**config.mk**
```make
export PLATFORM = sky130hd
export DESIGN_NAME = fetch_unit
export DESIGN_NICKNAME = d
export VERILOG_FILES = /design/src/rtl/fetch_unit_pkg.sv /design/src/rtl/fetch_unit_fifo.sv /design/src/rtl/fetch_unit.sv
export SDC_FILE = /design/constraint.sdc
export NUM_CORES = 1
export LEC_CHECK = 0
export CAP_MARGIN = 15
export CORE_MARGIN = 5
export CORE_UTILIZATION = 25
export DETAILED_ROUTE_END_ITERATION = 8
export GPL_TIMING_DRIVEN = 0
export PLACE_DENSITY = 0.56
export REMOVE_ABC_BUFFERS = 1
export SETUP_SLACK_MARGIN = 0.4
export SLEW_MARGIN = 5
export SYNTH_ARGS = -nofsm -noshare
export SYNTH_HDL_FRONTEND = slang
export SYNTH_SLANG_ARGS = --single-unit
```
**constraint.sdc**
```tcl
create_clock -name i_clk -period 3.79 [get_ports i_clk]
set_clock_uncertainty 0.15 [all_clocks]
set_input_delay 0.5685 -clock i_clk [delete_from_list [all_inputs] [get_ports i_clk]]
set_output_delay 0.5685 -clock i_clk [all_outputs]
set_load 0.02 [all_outputs]
```
**src/rtl/fetch_unit_pkg.sv**
```systemverilog
// fetch_unit_pkg: shared NOP encoding, fetch FSM states and FIFO entry layout (HALT exists only with FETCH_MISALIGN_CHECK_EN)
package fetch_unit_pkg;

    localparam logic [31:0] NOP = 32'h0000_0013;
    localparam int FETCH_STATE_WIDTH = 2;

`ifdef FETCH_MISALIGN_CHECK_EN
    typedef enum logic [FETCH_STATE_WIDTH-1:0] {FETCH_BOOT, FETCH_RUN, FETCH_FLUSH, FETCH_HALT} fetch_state_t;
`else
    typedef enum logic [FETCH_STATE_WIDTH-1:0] {FETCH_BOOT, FETCH_RUN, FETCH_FLUSH} fetch_state_t;
`endif

    typedef struct packed {
        logic [31:0] pc;
        logic [31:0] instr;
    } fetch_entry_t;

endpackage

```
**src/rtl/fetch_unit_fifo.sv**
```systemverilog
// fetch_fifo: synchronous {pc, instr} buffer; clear beats push/pop, push into a full FIFO needs a same-cycle pop
module fetch_fifo
    import fetch_unit_pkg::*;
#(
    parameter int DEPTH = 2
) (
    input  logic                     clk,
    input  logic                     rst,
    input  logic                     push,
    input  logic                     pop,
    input  logic                     clear,
    input  fetch_entry_t             wdata,
    output fetch_entry_t             rdata,
    output logic [$clog2(DEPTH):0]   count,
    output logic                     full,
    output logic                     empty
);

    localparam int AW = $clog2(DEPTH);

    fetch_entry_t   mem [DEPTH];
    logic [AW-1:0]  rd_ptr;
    logic [AW-1:0]  wr_ptr;
    logic           do_push;
    logic           do_pop;

    assign empty   = count == '0;
    assign full    = count == (AW+1)'(DEPTH);
    assign do_pop  = pop && !empty;
    assign do_push = push && (!full || do_pop);
    assign rdata   = mem[rd_ptr];

    always_ff @(posedge clk) begin
        if (do_push)
            mem[wr_ptr] <= wdata;
    end

    always_ff @(posedge clk) begin
        if (rst || clear) begin
            rd_ptr <= '0;
            wr_ptr <= '0;
            count  <= '0;
        end else begin
            wr_ptr <= wr_ptr + AW'(do_push);
            rd_ptr <= rd_ptr + AW'(do_pop);
            count  <= count + (AW+1)'(do_push) - (AW+1)'(do_pop);
        end
    end

endmodule

```
**src/rtl/fetch_unit.sv**
```systemverilog
// fetch_unit: PC + credit-limited imem requests + instruction buffer with redirect flush and stale-response dropping
// Optional FETCH_MISALIGN_CHECK_EN adds o_fetch_err and a HALT state on misaligned redirect targets.
module fetch_unit
    import fetch_unit_pkg::*;
#(
    parameter logic [31:0] RESET_PC        = 32'h0000_0000,
    parameter int          FIFO_DEPTH      = 2,
    parameter int          MAX_OUTSTANDING = 2
) (
    input  logic        i_clk,
    input  logic        i_rst,
    output logic        o_imem_req_valid,
    input  logic        i_imem_req_ready,
    output logic [31:0] o_imem_addr,
    input  logic        i_imem_rsp_valid,
    input  logic [31:0] i_imem_rsp_data,
    output logic        o_instr_valid,
    input  logic        i_instr_ready,
    output logic [31:0] o_instr,
    output logic [31:0] o_instr_pc,
    input  logic        i_redirect,
`ifdef FETCH_MISALIGN_CHECK_EN
    input  logic [31:0] i_redirect_pc,
    output logic        o_fetch_err
`else
    input  logic [31:0] i_redirect_pc
`endif
);

    localparam int OW = $clog2(MAX_OUTSTANDING + 1);
    localparam int CW = $clog2(FIFO_DEPTH) + 1;

    fetch_state_t  state;
    logic [31:0]   pc;
    logic [31:0]   resp_pc;
    logic [OW-1:0] outstanding;
    logic [OW-1:0] drop_cnt;
    logic [OW-1:0] live;
    logic [OW-1:0] out_next;
    logic [OW-1:0] drop_next;
    logic [CW-1:0] fifo_count;
    logic          fifo_full;
    logic          fifo_empty;
    fetch_entry_t  head;
    logic [31:0]   target;
    logic          redir;
    logic          can_fetch;
    logic          req_hs;
    logic          rsp_drop;
    logic          push;
    logic          pop;

`ifdef FETCH_MISALIGN_CHECK_EN
    logic misalign;
    assign redir     = i_redirect && state != FETCH_HALT;
    assign misalign  = redir && i_redirect_pc[1:0] != 2'b00;
    assign can_fetch = state != FETCH_BOOT && state != FETCH_HALT;
    assign target    = i_redirect_pc;
`else
    assign redir     = i_redirect;
    assign can_fetch = state != FETCH_BOOT;
    assign target    = i_redirect_pc & ~32'h3;
`endif

    // responses still owed to the current path; each one already has a reserved FIFO slot
    assign live             = outstanding - drop_cnt;
    assign o_imem_req_valid = can_fetch && !i_redirect && outstanding < OW'(MAX_OUTSTANDING)
                              && (int'(fifo_count) + int'(live)) < FIFO_DEPTH;
    assign o_imem_addr      = pc;
    assign req_hs           = o_imem_req_valid && i_imem_req_ready;
    assign rsp_drop         = i_imem_rsp_valid && drop_cnt != '0;
    assign push             = i_imem_rsp_valid && drop_cnt == '0 && !redir;
    assign pop              = o_instr_valid && i_instr_ready;
    assign out_next         = outstanding + OW'(req_hs) - OW'(i_imem_rsp_valid);
    assign drop_next        = redir ? outstanding - OW'(i_imem_rsp_valid) : drop_cnt - OW'(rsp_drop);

    assign o_instr_valid = !fifo_empty;
    assign o_instr       = fifo_empty ? NOP : head.instr;
    assign o_instr_pc    = fifo_empty ? '0 : head.pc;

    fetch_fifo #(.DEPTH(FIFO_DEPTH)) u_fifo (
        .clk   (i_clk),
        .rst   (i_rst),
        .push  (push),
        .pop   (pop),
        .clear (redir),
        .wdata ('{pc: resp_pc, instr: i_imem_rsp_data}),
        .rdata (head),
        .count (fifo_count),
        .full  (fifo_full),
        .empty (fifo_empty)
    );

    always_ff @(posedge i_clk) begin
        if (i_rst) begin
            state       <= FETCH_BOOT;
            pc          <= RESET_PC;
            resp_pc     <= RESET_PC;
            outstanding <= '0;
            drop_cnt    <= '0;
`ifdef FETCH_MISALIGN_CHECK_EN
            o_fetch_err <= 1'b0;
`endif
        end else begin
            outstanding <= out_next;
            drop_cnt    <= drop_next;
            if (redir) begin
                pc      <= target;
                resp_pc <= target;
`ifdef FETCH_MISALIGN_CHECK_EN
                state       <= misalign ? FETCH_HALT : drop_next != '0 ? FETCH_FLUSH : FETCH_RUN;
                o_fetch_err <= o_fetch_err || misalign;
`else
                state   <= drop_next != '0 ? FETCH_FLUSH : FETCH_RUN;
`endif
            end else begin
                pc      <= pc + 32'(req_hs) * 32'd4;
                resp_pc <= resp_pc + 32'(push) * 32'd4;
                state   <= state == FETCH_BOOT ? FETCH_RUN
                         : (state == FETCH_FLUSH && drop_next == '0) ? FETCH_RUN : state;
            end
        end
    end

`ifndef SYNTHESIS
    always_ff @(posedge i_clk) begin
        if (!i_rst) begin
            assert (outstanding <= OW'(MAX_OUTSTANDING) && drop_cnt <= outstanding)
                else $error("fetch_unit: outstanding/drop counter invariant broken");
            assert (!(push && fifo_full && !pop))
                else $error("fetch_unit: response arrived with no reserved FIFO slot");
        end
    end
`endif

endmodule
```
==> implementation parameters, run 1 <==
Parameter                              Value

Worst setup path
  Data required time at the worst endpoint    4.00 ns
  Kind of critical path    reg2reg
  Arrival time of the worst setup path    3.62 ns
  Largest fanout on the critical path    4
  Critical Path Max Stage Delay    0.52 ns
  R2R Setup Slk    0.39 ns
  Critical Path Start Type    flip-flop
  Cell Chain, Critical Path    inv_2 > ha_4 > xor2_1 > xnor2_1 > fa_1 > nand2_2 > nor4_4 > nand2_1 > inv_2 > ha_4 > nand2_4 > or4_4 > or4_1 > a31oi_1
  Slowest stage cell, crit path    or4_1
  Kind of end point of the critical path    flip-flop

Clock network
  Inserted Clock Buffers    17
  TritonCTS clock tree    yes
  Clock transition at the registers of the reported paths    0.08 ns
  Skew-Pair Late Insertion Delay    0.44 ns
  Maximum buffer depth of the clock tree    2
  Clock net sink count    194
  Clock Root Buffer    clkbuf_16
  CTS H-tree lvls    4
  Hold bufs inserted after CTS    0

Global routing
  Global router's overall resource usage    0.123
  GRT overflow    0
  Met1 track demand over resource    0.155
  Via count of the first global-routing pass    6,228
  Wire length of the first global-routing pass    36,500 um
  GRT Max-Usage Layer    met2
  Antenna violations before repair    0
  Pin count of the biggest net entering global routing    63
  Fraction of met2 tracks used by global routing    0.204
  Met3 usage in global routing    0.0348

Route
  Average detailed-routed wire length per instance    17.5 um
  Vias after detailed routing    6,307
  Total routed wirelength    23,800 um
  Via-per-instance ratio    4.64
  Drt first pass iters    5
  DRT antenna net count    0
  DRC violation count after routing    0
  Starting DRC count in detailed routing    488

Timing
  Fmax    294 MHz
  Final setup violating endpoints    0
  Worst max-slew margin expressed relative to the limit    0.299
  Total count of max-transition violations in the final report    0
  Transition time of the tightest slew-check pin    1.05 ns
  RSZ-0062 raised after global routing    true
  Hold violation total from the final report    0
  Tcrit/Tclk final    0.897
  Setup TNS Final    0 ns
  Final critical delay including setup and external delays    3.40 ns
  Worst path setup slack after routing    0.389 ns

Logic synthesis
  Post-Synthesis Mean Instance Area    11.8 um2
  Total number of yosys warnings    0
  Largest cells by area after synthesis    edfxtp_1 44%, dfxtp_1 16%, mux2i_1 7.3%
  Portion of the post-synthesis area used by sequential elements    0.599
  Count of flip-flops with a built-in enable after synthesis    124
  Fraction of post-synthesis cell area in the top cell type by area    0.435
  Flop and latch count out of synthesis    194
  Ys flop type    edfxtp_1
  Synthesized netlist cell count    727
  Number of different library cells in the post-synthesis netlist    52
  Largest area contributor in the netlist    edfxtp_1
  Post-synthesis async set-or-reset flop share    0
  Netlist Area Pre-Place    0.00855 mm2

Placement
  Routability congestion estimate from global placement    0.778
  Worst slack at placement    -0.415 ns
  Placed wire-length estimate after detailed placement    16,500 um
  I/O Buffers    161

Layout
  Fraction of layout cells with a size suffix above 1    0.110
  Filler Cell Count    3,330
  # nets final    983
  Diodes inserted    0
  Signed area change from the synthesized netlist to the final layout    37.6%

Worst hold path
  Worst hold path class    reg2reg

Die
  Number of standard-cell rows in the floorplan    67
  DIE AREA    0.0380 mm2
  Width of the die    195 um
  Vertical die dimension    195 um
  Starting density of the core    0.254
  CORE AREA    0.0336 mm2
  Io pins    168

Pwr
  Overall power consumption    5080 uW
  Power density of the placed cells    432 mW/mm2
  Maximum vdd drop    0.306 mV
  Leakage    0.00379 uW

Run
  Maximum Capacitance Violations    0

Run status
  Result of the run    finished clean
-- through the flow --
step / util / std cells / instance area [um2] / hold slack, ns
2_1_floorplan: - / 686 / 8380 / 0.282
3_3_place_gp: 0.314 / 1295 / 10600 / 0.289
3_5_place_dp: 0.321 / 1303 / 10800 / 0.301
4_1_cts: 0.346 / 1352 / 11600 / 0.322
5_1_grt: 0.350 / 1360 / 11800 / 0.335
6_report: 0.350 / 1360 / 11800 / 0.323
-- layout by cell type (no fill, tap or decap), drive strengths merged, types with 10 or more instances in the layout --
master	count
nor3	16
xor2	11
a31oi	11
o21a	17
nand3	20
dfxtp	70
nand2	37
nor4	18
buf	35
clkdlybuf4s50	159
edfxtp	124
ha	13
nor2	80
a211oi	14
o31ai	10
xnor2	16
inv	30
a21boi	18
nand4	15
mux2i	62
clkbuf	17
or4	12
o21ai	16
-- cells by family after synthesis --
group	count (synthesis)	synth area share
AND/OR/NAND/NOR	241	0.145
XOR/XNOR	27	0.0276
multiplexers	62	0.0726
flip-flops	194	0.599
other	1	0.000438
adder cells (fa/ha/maj)	14	0.0214
AO/OA/AOI/OAI	121	0.103
buffers and inverters	67	0.0315
-- power by group --
part	internal, uW	switching (uW)	leakage [uW]	total (uW)
combinational	333	339	0.00176	672
clock	1070	871	0.000313	1950
sequential	2360	102	0.00172	2460
-- final timing paths --
check	start	to	cells after the start
worst min register to register	resp_pc[2]	u_fifo.mem[1][34]	0
worst max register to register	outstanding[0]	o_imem_addr[30]	14
worst max-delay path	outstanding[0]	o_imem_addr[30]	14
worst min-delay path	resp_pc[2]	u_fifo.mem[1][34]	0
-- sequential cells by signal, indices dropped and copies added (netlist names) --
name / cells
resp_pc: 30
outstanding: 2
state: 2
u_fifo.rd_ptr: 1
u_fifo.count: 2
o_imem_addr: 30
u_fifo.wr_ptr: 1
u_fifo.mem: 124
drop_cnt: 2
-- Yosys cell counts, types with 12 or more instances --
master,count
nor4_1,17
nor2_1,80
nor3_1,16
inv_1,21
edfxtp_1,124
mux2i_1,62
nand3_1,20
ha_1,13
or4_1,12
o21a_1,17
xnor2_1,16
dfxtp_1,70
clkbuf_1,31
o21ai_0,16
a21boi_0,18
a211oi_1,14
nand2_1,37
nand4_1,14
-- area by class of cell --
class | instances | area [um2] | share of cell area
flip-flops and latches | 194 | 5130 | 0.436
clock inverters | 15 | 211 | 0.0180
clock buffers | 17 | 425 | 0.0361
inverters | 23 | 88.8 | 0.00755
repair buffers | 194 | 2020 | 0.172
well taps | 448 | 561 | 0.0476
multi-input cells | 469 | 3330 | 0.283
-- layer usage --
metal	wire (um)	share of wire
met1	10300	0.43
met2	11600	0.49
met3	1440	0.060
met4	505	0.021
met5	0	0
-- what timing repair did --
item / in CTS / in global routing
cloned: 0 / 0
setup endpoints to repair: 23 / 17
gates resized for setup: 27 / 14
buffers inserted: 17 / 8
pin swaps: 14 / 7
-- critical path: cells and delay by family, from the launching register on --
family	cells	cell delay, ns
simple gates	6	1.43
compound gates	1	0.16
buf+inv	2	0.14
xor+xnor	2	0.28
fa+ha+maj	3	0.82
flops	1	0.34
Note: power is estimated with default switching activity, not from simulation.
==> inputs of run 2 (changes only) <==
CORE_UTILIZATION = 47   (was 25)
PLACE_DENSITY = unset   (was 0.56)
PLACE_DENSITY_LB_ADDON = 0.12   (was unset)
==> run 2 against run 1 <==
Effect of this change:
- clock power is 15% lower
- first-iteration DRC count is 22% lower
- worst hold slack better by 0.011 ns
- critical endpoint is now o_imem_addr[26]
- highest routed layer unchanged
- die area is 45% lower
==> implementation parameters, run 2 (synthesis gave the netlist of run 1 again) <==
Parameter                              Value

Timing
  Worst max-slew margin expressed relative to the limit    0.371 (+0.0721)
  RSZ-0062 raised after global routing    true
  Worst path setup slack after routing    0.322 ns (-0.0677 ns)
  Tcrit/Tclk final    0.915 (+0.0179)
  Final setup violating endpoints    0 (unchanged)
  Transition time of the tightest slew-check pin    0.940 ns (-0.108 ns)
  Final critical delay including setup and external delays    3.47 ns (+0.0677 ns)
  Worst Hold Margin    0.334 ns (+0.0114 ns)
  Hold violation total from the final report    0 (unchanged)
  Total count of max-transition violations in the final report    0 (unchanged)
  Fmax    288 MHz (-2.0%)

Layout
  Largest reg by FF count    u_fifo.mem
  Signed area change from the synthesized netlist to the final layout    32.5%
  Most frequent cells in the layout    159 x clkdlybuf4s50_1, 124 x edfxtp_1, 79 x nor2_1, 67 x dfxtp_1, 62 x mux2i_1
  Area taken by multi-input logic gates    0.00339 mm2 (+1.8%)
  Cell area after layout    0.0113 mm2 (-3.7%)
  Fraction of layout cells with a size suffix above 1    0.103 (-0.00677)
  Diodes inserted    0 (unchanged)
  Filler Cell Count    1,395 (-58%)
  Register area    0.00513 mm2 (unchanged)
  Most common library cell in the layout ignoring fill and taps    clkdlybuf4s50_1
  # nets final    975 (-0.81%)
  Flip-flop count of the largest register after layout    124 (unchanged)
  Fin util    0.631 (+0.281)

Worst setup path
  Worst reg2reg startpoint    outstanding[0]
  Kind of critical path    reg2reg
  Length in cells of the worst reg-to-reg path    14 (unchanged)
  Critical Path Start Type    flip-flop
  Kind of end point of the critical path    flip-flop
  Largest fanout on the critical path    5 (+1)
  Arrival time of the worst setup path    3.65 ns (+0.03 ns)
  Data required time at the worst endpoint    3.98 ns (-0.02 ns)
  Setup crit start    outstanding[0]

Global routing
  Antenna violations before repair    0 (unchanged)
  Via count of the first global-routing pass    6,399 (+2.7%)
  GRT overflow    0 (unchanged)
  Wire length of the first global-routing pass    32,700 um (-10%)
  Met3 usage in global routing    0.0502 (+0.0154)
  Global router's overall resource usage    0.191 (+0.0672)
  Fraction of met2 tracks used by global routing    0.327 (+0.122)
  GRT Max-Usage Layer    met2
  Pin count of the biggest net entering global routing    54 (-14%)
  Met1 track demand over resource    0.228 (+0.0726)

Pwr
  Overall power consumption    4750 uW (-6.4%)
  Maximum vdd drop    0.341 mV (+11%)
  Power density of the placed cells    419 mW/mm2 (-2.8%)
  Leakage    0.00372 uW (-1.8%)

Die
  Width of the die    145 um (-26%)
  Number of standard-cell rows in the floorplan    49 (-27%)
  CORE AREA    0.0180 mm2 (-47%)
  DIE AREA    0.0210 mm2 (-45%)
  Io pins    168 (unchanged)
  Starting density of the core    0.476 (+0.222)
  Vertical die dimension    145 um (-26%)

Clock network
  Clock transition at the registers of the reported paths    0.07 ns (about the same)
  TritonCTS clock tree    yes
  Clock net sink count    194 (unchanged)
  CTS H-tree lvls    4 (unchanged)
  Inserted Clock Buffers    17 (unchanged)
  Skew-Pair Late Insertion Delay    0.42 ns (-0.02 ns)
  Hold bufs inserted after CTS    0 (unchanged)
  Maximum buffer depth of the clock tree    2 (unchanged)
  Clock Root Buffer    clkbuf_16

Route
  Total routed wirelength    20,700 um (-13%)
  Starting DRC count in detailed routing    382 (-22%)
  Drt first pass iters    5 (unchanged)
  Average detailed-routed wire length per instance    18.3 um (+4.2%)
  Vias after detailed routing    6,347 (+0.63%)
  DRT antenna net count    0 (unchanged)
  Via-per-instance ratio    5.60 (+21%)
  DRC violation count after routing    0 (unchanged)

Placement
  Post-detailed-placement cell area    0.0105 mm2 (-3.0%)
  Placed wire-length estimate after detailed placement    14,000 um (-15%)
  I/O Buffers    161 (unchanged)
  Routability congestion estimate from global placement    0.874 (+12%)
  Worst slack at placement    -0.348 ns (+0.0677 ns)

Run
  Maximum Capacitance Violations    0 (unchanged)

Worst hold path
  Hold wc startpoint    state[0]
  Hold Path Cell Cnt    2 (+2)
  Worst hold path class    reg2reg

Run status
  Result of the run    finished clean
[run 2: worst paths after layout]
kind                     end  slack, ns
max          o_imem_addr[26]       0.32
min                 state[1]       0.33
max reg2reg  o_imem_addr[26]       0.32
min reg2reg         state[1]       0.33
[run 2: metrics by stage]
stage	cells	TNS, ns
final	1133	0
after global routing	1133	0
after CTS	1127	0
after detailed placement	1082	-2.91
after global placement	1076	-535.66
after floorplan	686	-7.71
[run 2: final cells by class]
class	instances	area share
Timing Repair Buffer	186	0.167
Clock inverter	10	0.00673
Clock buffer	22	0.0411
Multi-Input combinational cell	469	0.299
Tap cell	229	0.0253
Sequential cell	194	0.453
Inverter	23	0.00773
[run 2: repair_timing]
item	CTS	global route
pin swaps	14	9
gates cloned	0	1
gates resized for setup	21	22
endpoints found under the setup margin	29	26
setup buffers	13	5
[run 2: worst max-delay path, stage by stage (launching register included)]
cell     delay, ns
dfxtp_2       0.34
inv_2         0.05
ha_4          0.15
xor2_2        0.14
xnor2_1       0.15
fa_1          0.51
nand2_2       0.08
nor4_4        0.19
nand2_2       0.10
inv_2         0.09
ha_4          0.15
nand2_4       0.05
or4_4         0.47
or4_1         0.55
a31oi_1       0.20
[run 2: power breakdown]
part	internal, uW	total, uW	switching (uW)
Clock	888	1650	764
Sequential	2360	2470	103
Combinational	308	636	328
Total	3560	4750	1190
[run 2: routing by layer]
layer	wire length (um)	vias up	share of wire
li1	-	3043	-
met1	8530	3034	0.41
met2	10300	231	0.50
met3	1330	39	0.064
met4	513	0	0.025
met5	0	-	0
==> inputs of run 3 (changes only) <==
GPL_TIMING_DRIVEN = 1   (was 0)
==> run 3 against run 2 <==
Effect of this change:
- core utilization shrank 0.077 points
- flip-flop and latch count is the same
- clock power grew 13%
- non-clock buffer count grew 5
- worst hold slack lost 0.0030 ns
- highest routed layer unchanged
- via count grew 0.88%
- first-iteration DRC count grew 20%
- combinational power grew 0.8%
==> implementation parameters, run 3 (synthesis gave the netlist of run 1 again) <==
Parameter                              Value

Clock network
  Hold bufs inserted after CTS    0 (unchanged)
  TritonCTS clock tree    yes
  Clock transition at the registers of the reported paths    0.07 ns (about the same)
  CTS H-tree lvls    4 (unchanged)
  Inserted Clock Buffers    17 (unchanged)
  Maximum buffer depth of the clock tree    2 (unchanged)
  Skew-Pair Late Insertion Delay    0.43 ns (about the same)
  Clock Root Buffer    clkbuf_16
  Clock net sink count    194 (unchanged)

Worst setup path
  Kind of end point of the critical path    flip-flop
  Kind of critical path    reg2reg
  R2R Setup Slk    0.37 ns (+0.05 ns)
  Length in cells of the worst reg-to-reg path    14 (unchanged)
  Arrival time of the worst setup path    3.61 ns (-0.04 ns)
  Data required time at the worst endpoint    3.98 ns (about the same)
  Reg-to-reg critical path endpoint    o_imem_addr[30]
  Critical Path Start Type    flip-flop
  Largest fanout on the critical path    4 (-1)
  Worst reg2reg startpoint    outstanding[0]

Global routing
  Via count of the first global-routing pass    6,425 (+0.41%)
  Antenna violations before repair    0 (unchanged)
  Pin count of the biggest net entering global routing    62 (+15%)
  GRT overflow    0 (unchanged)
  Wire length of the first global-routing pass    32,500 um (-0.51%)
  Global router's overall resource usage    0.191 (about the same)

Timing
  Setup TNS Final    0 ns (unchanged)
  Final setup violating endpoints    0 (unchanged)
  Tcrit/Tclk final    0.902 (-0.0126)
  Transition time of the tightest slew-check pin    0.999 ns (+0.0595 ns)
  Hold violation total from the final report    0 (unchanged)
  Final critical delay including setup and external delays    3.42 ns (-0.0479 ns)
  Worst max-slew margin expressed relative to the limit    0.333 (-0.0387)
  RSZ-0062 raised after global routing    true
  Total count of max-transition violations in the final report    0 (unchanged)
  Fmax    292 MHz (+1.4%)
  Worst Hold Margin    0.331 ns (-0.00303 ns)

Layout
  Most frequent cells in the layout    159 x clkdlybuf4s50_1, 124 x edfxtp_1, 79 x nor2_1, 67 x dfxtp_1, 62 x mux2i_1
  # nets final    980 (+0.51%)
  Largest reg by FF count    u_fifo.mem
  Flip-flop count of the largest register after layout    124 (unchanged)
  Most common library cell in the layout ignoring fill and taps    clkdlybuf4s50_1
  Fraction of layout cells with a size suffix above 1    0.101 (-0.00167)
  Filler Cell Count    1,391 (-0.29%)
  Signed area change from the synthesized netlist to the final layout    32.4%
  Cell area after layout    0.0113 mm2 (-0.12%)
  Diodes inserted    0 (unchanged)

Route
  DRC violation count after routing    0 (unchanged)
  Starting DRC count in detailed routing    457 (+20%)
  DRT antenna net count    0 (unchanged)
  Via-per-instance ratio    5.63 (+0.44%)
  Total routed wirelength    20,400 um (-1.2%)
  Vias after detailed routing    6,403 (+0.88%)
  Average detailed-routed wire length per instance    18.0 um (-1.6%)
  Drt first pass iters    5 (unchanged)

Pwr
  Sequential power share    0.496 (-0.023)
  Power density of the placed cells    439 mW/mm2 (+4.6%)
  Net switching power    1210 uW (+1.5%)
  P_int    3750 uW (+5.5%)
  Switching part of the total power    0.244 (-0.00719)
  Clock network power share    0.375 (+0.028)
  Leakage    0.00369 uW (-0.81%)
  Combinational Power Share    0.129 (-0.005)
  Maximum vdd drop    0.318 mV (-6.9%)

Placement
  Placed wire-length estimate after detailed placement    14,300 um (+1.9%)
  Post-detailed-placement cell area    0.0105 mm2 (+0.59%)
  I/O Buffers    161 (unchanged)
  Routability congestion estimate from global placement    0.861 (-1.6%)

Die
  Width of the die    145 um (unchanged)
  DIE AREA    0.0210 mm2 (unchanged)
  CORE AREA    0.0180 mm2 (unchanged)
  Number of standard-cell rows in the floorplan    49 (unchanged)
  Vertical die dimension    145 um (unchanged)
  Starting density of the core    0.476 (unchanged)
  Io pins    168 (unchanged)

Worst hold path
  Hold Path Cell Cnt    0 (-2)
  WHS Endpoint    u_fifo.mem[0][34]
  Hold wc startpoint    resp_pc[2]
  Worst hold path class    reg2reg

Run
  Maximum Capacitance Violations    0 (unchanged)

Run status
  Result of the run    finished clean
==> run 3: stage by stage <==
step	setup WS [ns]	utilization	total power (uW)	std cells
after floorplan	-0.585	-	2790	686
after global placement	0.0236	0.586	3080	1099
after detailed placement	-0.0758	0.586	3100	1099
after CTS	0.329	0.624	4980	1137
after global routing	0.267	0.630	5170	1138
final	0.370	0.630	4970	1138
==> run 3: power groups by stage <==
stage	sequential [uW]	combinational, uW	clock (uW)
floorplan	2510	286	0
global placement	2490	585	0
detailed placement	2500	601	0
CTS	2460	618	1900
global route	2470	697	2000
finish	2460	641	1860
==> run 3: how the worst max path moves through the flow <==
stage	start	endpoint	slack [ns]	cells after the start
global route	outstanding[0]	o_imem_addr[30]	0.27	14
finish	outstanding[0]	o_imem_addr[30]	0.37	14
global placement	outstanding[0]	o_imem_addr[26]	0.02	14
CTS	outstanding[0]	o_imem_addr[30]	0.33	14
detailed placement	outstanding[0]	o_imem_addr[30]	-0.08	14
floorplan	outstanding[0]	o_imem_addr[24]	-0.59	14
==> run 3: layout make-up <==
cell class,count,area [um2],share of cell area
clock inverters,12,170,0.0150
clock buffers,20,447,0.0395
flip-flops and latches,194,5130,0.453
well taps,229,287,0.0253
inverters,23,88.8,0.00785
repair buffers,191,1880,0.166
multi-input cells,469,3320,0.293
==> run 3: per-layer routing <==
layer  vias to the layer above  track usage  part of all wire
met4                         0       0.0815             0.029
met3                        37       0.0527             0.060
li1                       3062            -                 -
met5                         -            0                 0
met1                      3105        0.227              0.41
met2                       199        0.324              0.50
==> run 3: timing repair <==
action                                  in CTS  in global routing
pin swaps                                    6                 10
cloned                                       0                  0
endpoints found under the hold margin        0                  0
endpoints found under the setup margin      21                 22
resized for setup                            9                 25
setup buffers                                6                  1
==> run 3: critical path, stage by stage, from the launching register on <==
cell	delay, ns
dfxtp_2	0.34
inv_2	0.05
ha_4	0.15
xor2_2	0.14
xnor2_1	0.14
fa_1	0.50
nand2_1	0.06
nor4_2	0.18
nand2_1	0.14
inv_2	0.10
ha_4	0.13
nand2_2	0.06
or4_4	0.48
or4_1	0.52
a31oi_1	0.20
